===== src/rtl/divider_with_memory.sv =====
// divider_with_memory
// Restoring divider fed from two fixed ROMs. The dividend (8b) and divisor (4b)
// are selected by addresses captured on the start edge; one quotient bit is
// resolved per clock, MSB first. Results are registered and held until the
// next result. A zero divisor short-circuits straight from LOAD to DONE with
// all-ones quotient/remainder and div_by_zero set.
//
// state | meaning
// IDLE  | waiting for start; addresses captured on the start edge
// LOAD  | ROM words latched into N/D, R/Q cleared, divisor-zero check
// DIV   | one restoring step per cycle, bit index counts 7 down to 0
// DONE  | one-cycle done pulse, results already on the outputs

module divider_with_memory (
  input  logic       clk,
  input  logic       rst,
  input  logic       start,
  input  logic [2:0] addr1,
  input  logic [2:0] addr2,
  output logic [7:0] quotient,
  output logic [3:0] remainder,
  output logic       div_by_zero,
  output logic       busy,
  output logic       done
);

  localparam logic [1:0] IDLE = 2'd0;
  localparam logic [1:0] LOAD = 2'd1;
  localparam logic [1:0] DIV  = 2'd2;
  localparam logic [1:0] DONE = 2'd3;

  logic [1:0] state_q, state_d;
  logic [2:0] a1_q, a1_d;
  logic [2:0] a2_q, a2_d;
  logic [7:0] n_q, n_d;
  logic [3:0] d_q, d_d;
  logic [4:0] r_q, r_d;
  logic [7:0] qacc_q, qacc_d;
  logic [2:0] cnt_q, cnt_d;
  logic [7:0] quot_q, quot_d;
  logic [3:0] rem_q, rem_d;
  logic       dbz_q, dbz_d;
  logic       busy_q, busy_d;
  logic       done_q, done_d;

  logic [7:0] rom_n;
  logic [3:0] rom_d;
  logic [4:0] r_shift;
  logic [4:0] r_sub;
  logic       r_ge;
  logic [4:0] r_iter;
  logic [7:0] q_iter;

  // Dividend ROM, indexed by the captured dividend address
  always_comb begin
    rom_n = 8'd0;
    case (a1_q)
      3'd0: rom_n = 8'd0;
      3'd1: rom_n = 8'd72;
      3'd2: rom_n = 8'd56;
      3'd3: rom_n = 8'd255;
      3'd4: rom_n = 8'd100;
      3'd5: rom_n = 8'd13;
      3'd6: rom_n = 8'd200;
      3'd7: rom_n = 8'd1;
      default: rom_n = 8'd0;
    endcase
  end

  // Divisor ROM, indexed by the captured divisor address
  always_comb begin
    rom_d = 4'd0;
    case (a2_q)
      3'd0: rom_d = 4'd0;
      3'd1: rom_d = 4'd12;
      3'd2: rom_d = 4'd6;
      3'd3: rom_d = 4'd7;
      3'd4: rom_d = 4'd8;
      3'd5: rom_d = 4'd1;
      3'd6: rom_d = 4'd15;
      3'd7: rom_d = 4'd3;
      default: rom_d = 4'd0;
    endcase
  end

  // One restoring step: shift in the next dividend bit, subtract if it fits.
  // R < D <= 15 before the shift, so the 5-bit partial remainder never overflows.
  always_comb begin
    r_shift        = {r_q[3:0], n_q[cnt_q]};
    r_ge           = (r_shift >= {1'b0, d_q});
    r_sub          = r_shift - {1'b0, d_q};
    r_iter         = r_ge ? r_sub : r_shift;
    q_iter         = qacc_q;
    q_iter[cnt_q]  = r_ge;
  end

  // Sequencing and next-state for datapath and result registers
  always_comb begin
    state_d = state_q;
    a1_d    = a1_q;
    a2_d    = a2_q;
    n_d     = n_q;
    d_d     = d_q;
    r_d     = r_q;
    qacc_d  = qacc_q;
    cnt_d   = cnt_q;
    quot_d  = quot_q;
    rem_d   = rem_q;
    dbz_d   = dbz_q;
    busy_d  = busy_q;
    done_d  = 1'b0;

    case (state_q)
      IDLE: begin
        if (start) begin
          a1_d    = addr1;
          a2_d    = addr2;
          busy_d  = 1'b1;
          state_d = LOAD;
        end
      end

      LOAD: begin
        n_d    = rom_n;
        d_d    = rom_d;
        r_d    = 5'd0;
        qacc_d = 8'd0;
        if (rom_d == 4'd0) begin
          quot_d  = 8'hFF;
          rem_d   = 4'hF;
          dbz_d   = 1'b1;
          busy_d  = 1'b0;
          done_d  = 1'b1;
          state_d = DONE;
        end else begin
          cnt_d   = 3'd7;
          state_d = DIV;
        end
      end

      DIV: begin
        r_d    = r_iter;
        qacc_d = q_iter;
        if (cnt_q == 3'd0) begin
          quot_d  = q_iter;
          rem_d   = r_iter[3:0];
          dbz_d   = 1'b0;
          busy_d  = 1'b0;
          done_d  = 1'b1;
          state_d = DONE;
        end else begin
          cnt_d = cnt_q - 3'd1;
        end
      end

      DONE: begin
        state_d = IDLE;
      end

      default: begin
        state_d = IDLE;
        busy_d  = 1'b0;
      end
    endcase
  end

  // State and datapath registers; reset discards any in-flight operation
  always_ff @(posedge clk or negedge rst) begin
    if (!rst) begin
      state_q <= IDLE;
      a1_q    <= 3'd0;
      a2_q    <= 3'd0;
      n_q     <= 8'd0;
      d_q     <= 4'd0;
      r_q     <= 5'd0;
      qacc_q  <= 8'd0;
      cnt_q   <= 3'd0;
      quot_q  <= 8'd0;
      rem_q   <= 4'd0;
      dbz_q   <= 1'b0;
      busy_q  <= 1'b0;
      done_q  <= 1'b0;
    end else begin
      state_q <= state_d;
      a1_q    <= a1_d;
      a2_q    <= a2_d;
      n_q     <= n_d;
      d_q     <= d_d;
      r_q     <= r_d;
      qacc_q  <= qacc_d;
      cnt_q   <= cnt_d;
      quot_q  <= quot_d;
      rem_q   <= rem_d;
      dbz_q   <= dbz_d;
      busy_q  <= busy_d;
      done_q  <= done_d;
    end
  end

  assign quotient    = quot_q;
  assign remainder   = rem_q;
  assign div_by_zero = dbz_q;
  assign busy        = busy_q;
  assign done        = done_q;

endmodule


===== config.mk =====
export PLATFORM = sky130hd
export DESIGN_NAME = divider_with_memory
export DESIGN_NICKNAME = d
export VERILOG_FILES = /design/src/rtl/divider_with_memory.sv
export SDC_FILE = /design/constraint.sdc
export NUM_CORES = 1
export LEC_CHECK = 0
export ABC_AREA = 1
export BUFFER_PORTS_ARGS = -buffer_cell sky130_fd_sc_hd__buf_2
export CAP_MARGIN = 20
export CORE_MARGIN = 2
export CORE_UTILIZATION = 35
export CTS_CLUSTER_SIZE = 40
export DETAILED_ROUTE_END_ITERATION = 8
export SETUP_SLACK_MARGIN = 0.05
export SLEW_MARGIN = 5
export SYNTH_ARGS = -nofsm -noshare
export SYNTH_HDL_FRONTEND = slang
export SYNTH_SLANG_ARGS = --single-unit
export TNS_END_PERCENT = 50

===== constraint.sdc =====
create_clock -name clk -period 2.1 [get_ports clk]
set_input_delay 0.105 -clock clk [delete_from_list [all_inputs] [get_ports clk]]
set_output_delay 0.105 -clock clk [all_outputs]
set_load 0.05 [all_outputs]

==> impl_metrics.tcl <==
set metrics [dict create \
    status "completed" \
    rsz0062_at_grt "yes" \
    finalHoldViolations 0 \
    finClkSkew_ps 10.1 \
    dpl.hpwl_mm 4.24 \
    synthesis.area_mm2 0.00263 \
    start_kind "register" \
    cts_buffer_depth 2 \
    drtPass1Iterations 4 \
    gr-usage-all-layers_pct 15.4 \
    syn_nets 351 \
    gr-total-overflow 0 \
    tightest_slew_ps 601 \
    grt_pass1_wl_mm 10.3 \
    die_h_um 90.6 \
    fin_crit_sh_pct 96.8 \
    rows 31 \
    worstPathRequired_ps 2310 \
    postSynthCellCount 327 \
    dieArea_mm2 0.00821 \
    arrival_ps 2240 \
    drive_gt1_share_pct 29.7 \
    fin_nets 400 \
    drv_slew 0 \
    port_buffers 23 \
    syn_area_per_cell_um2 8.03 \
    dr_total_vias 2213 \
    die_width_um 90.6 \
    critical_path_class "reg2reg" \
    holdCritPathClass "in2reg" \
    relSlewSlack_pct 60.0 \
    drt_iter0_drc 101 \
    finalSetupViolCount 0 \
    cts_made_buffers 5 \
    cts-htree-levels 2 \
    yosysSeqAreaShare_pct 47.6 \
    antenna_found_initial 0 \
    pre_cts_ws_ps -121 \
    min_period_ps 2030 \
    setup_ws_ps 68.2 \
    clk_pin_slew_worst_paths_ps 100 \
    clock_latency_ps 300 \
    antenna_cells 0 \
    gp_congestion 0.859 \
    root_buffer "clkbuf_8" \
    yosysUniqueCellTypes 27 \
    grt_max_degree 27 \
    finalWirelength_mm 6.06 \
    core_area_mm2 0.00725 \
    drtAntennaViolNets 0 \
    fillCellCount 713 \
    cts_tree "built" \
    syn_to_final_growth_pct 29.2 \
    wl_per_cell_um 12.7 \
    io_pins 24 \
    cp_max_fo 6 \
    critPathCaptureType "register" \
    vias_per_cell 4.65 \
    ys_seq_elements 50 \
    yosys_warnings 0 \
    drc_errors 0 \
    first_global_vias 2262 \
    fmax_mhz 492 \
    start_util_pct 36.2 \
    maxCapViolCount 0 \
    cts.sinks 50 \
    multi_input_area_mm2 0.00140 \
    layout.area.seq_mm2 0.00125 \
]
[Yosys cell counts, drive strengths merged]
cell     n  area (µm²)
nand2   97         374
inv     51         191
dfrtp   50        1250
o21ai   37         196
a21oi   28         140
nand3   16        90.1
nor2    15        66.3
ha      14         175
buf      5        31.3
clkbuf   3        11.3
o211ai   2        15.0
o22ai    2        12.5
fa       1        20.0
mux2     1        11.3
o21a     1        7.51
o311ai   1        8.76
or2      1        6.26
xnor2    1        8.76
xor2     1        8.76
[metrics by stage]
step | utilization [%] | cells | instance area [µm²] | hold WS (ps) | TNS [ps]
2_1_floorplan | - | 327 | 2640 | -191 | 0
3_5_place_dp | 41.3 | 462 | 3000 | 156 | -1620
5_1_grt | 46.8 | 476 | 3390 | 29.3 | -416
3_3_place_gp | 41.3 | 462 | 3000 | 153 | -1380
4_1_cts | 43.1 | 472 | 3120 | 25.6 | 0
6_report | 46.8 | 476 | 3390 | 34.3 | 0
[layer usage]
layer	GRT usage, %	vias to the layer above	routed length, µm
met5	0	-	0
met4	5.13	0	53
met3	3.17	4	144
met2	24.9	26	2900
met1	20.8	1049	2970
li1	-	1134	-
[cells by family after synthesis]
group | synth area share (%)
DFF | 47.6
xor gates and xnor gates | 0.667
AOI/OAI and AO/OA | 14.5
buffers and inverters | 8.91
and+or+nand+nor | 20.4
adders and majority gates | 7.43
muxes | 0.429
[layout make-up]
cell class,count,share of cell area (%)
Multi-Input combinational cell,219,41.2
Clock buffer,6,2.43
Inverter,51,5.64
Clock inverter,2,0.369
Tap cell,99,3.65
Timing Repair Buffer,49,9.81
Sequential cell,50,36.9
[layout by cell type, fill, tap and decap left out, types with 3 or more instances in the layout]
cell,n
nand2_1,81
dfrtp_1,49
inv_1,45
a21oi_1,23
buf_2,23
o21ai_0,22
buf_4,22
ha_1,13
nand3_1,10
nor2_1,9
nand2_2,9
o21ai_4,7
inv_2,6
nand2_4,6
clkbuf_8,6
nand3_2,5
o21ai_1,5
a21oi_2,5
nor2_2,4
o21ai_2,3
[worst paths after layout]
kind,from,cells after the start,slack [ps],end
worst max-delay path,cnt_q[2],18,70,remainder[0]
worst min-delay path,addr2[0],2,30,a2_q[0]
worst max register to register,cnt_q[2],18,70,remainder[0]
worst min register to register,busy,2,500,busy
max in group asynchronous,rst,3,1210,cnt_q[2]
min in group asynchronous,rst,2,340,remainder[0]
[state kept, by name, summed over array words and instances (netlist names)]
signal and cells:
n_q 8, qacc_q 8, quotient 8, d_q 4, r_q 4, remainder 4, a1_q 3, a2_q 3
cnt_q 3, state_q 2, busy 1, div_by_zero 1, done 1
[worst max-delay path, stage by stage (launching register included)]
cell     delay [ps]
dfrtp_2         440
inv_1            90
nor2_2          130
nand3_1          80
nand2_1          60
inv_1            40
nand2_2          60
inv_2            40
ha_4            200
inv_2            50
nand2_1          40
nand2_1          60
nand2_2          70
nand2_4         160
nand2_8         120
nand2_4         120
nand3_2          80
nand2_1          70
inv_1            30
[timing repair]
action,4_1_cts,5_1_grt
setup endpoints to repair,24,24
hold endpoints to repair,24,0
setup buffers,1,3
hold buffers,1,0
resized for setup,6,65
pin swaps,0,20
cloned,0,1
Power is left out: the tool's default activity adds up to more than one toggle a clock period on the data nets, which glitch-free logic cannot reach.
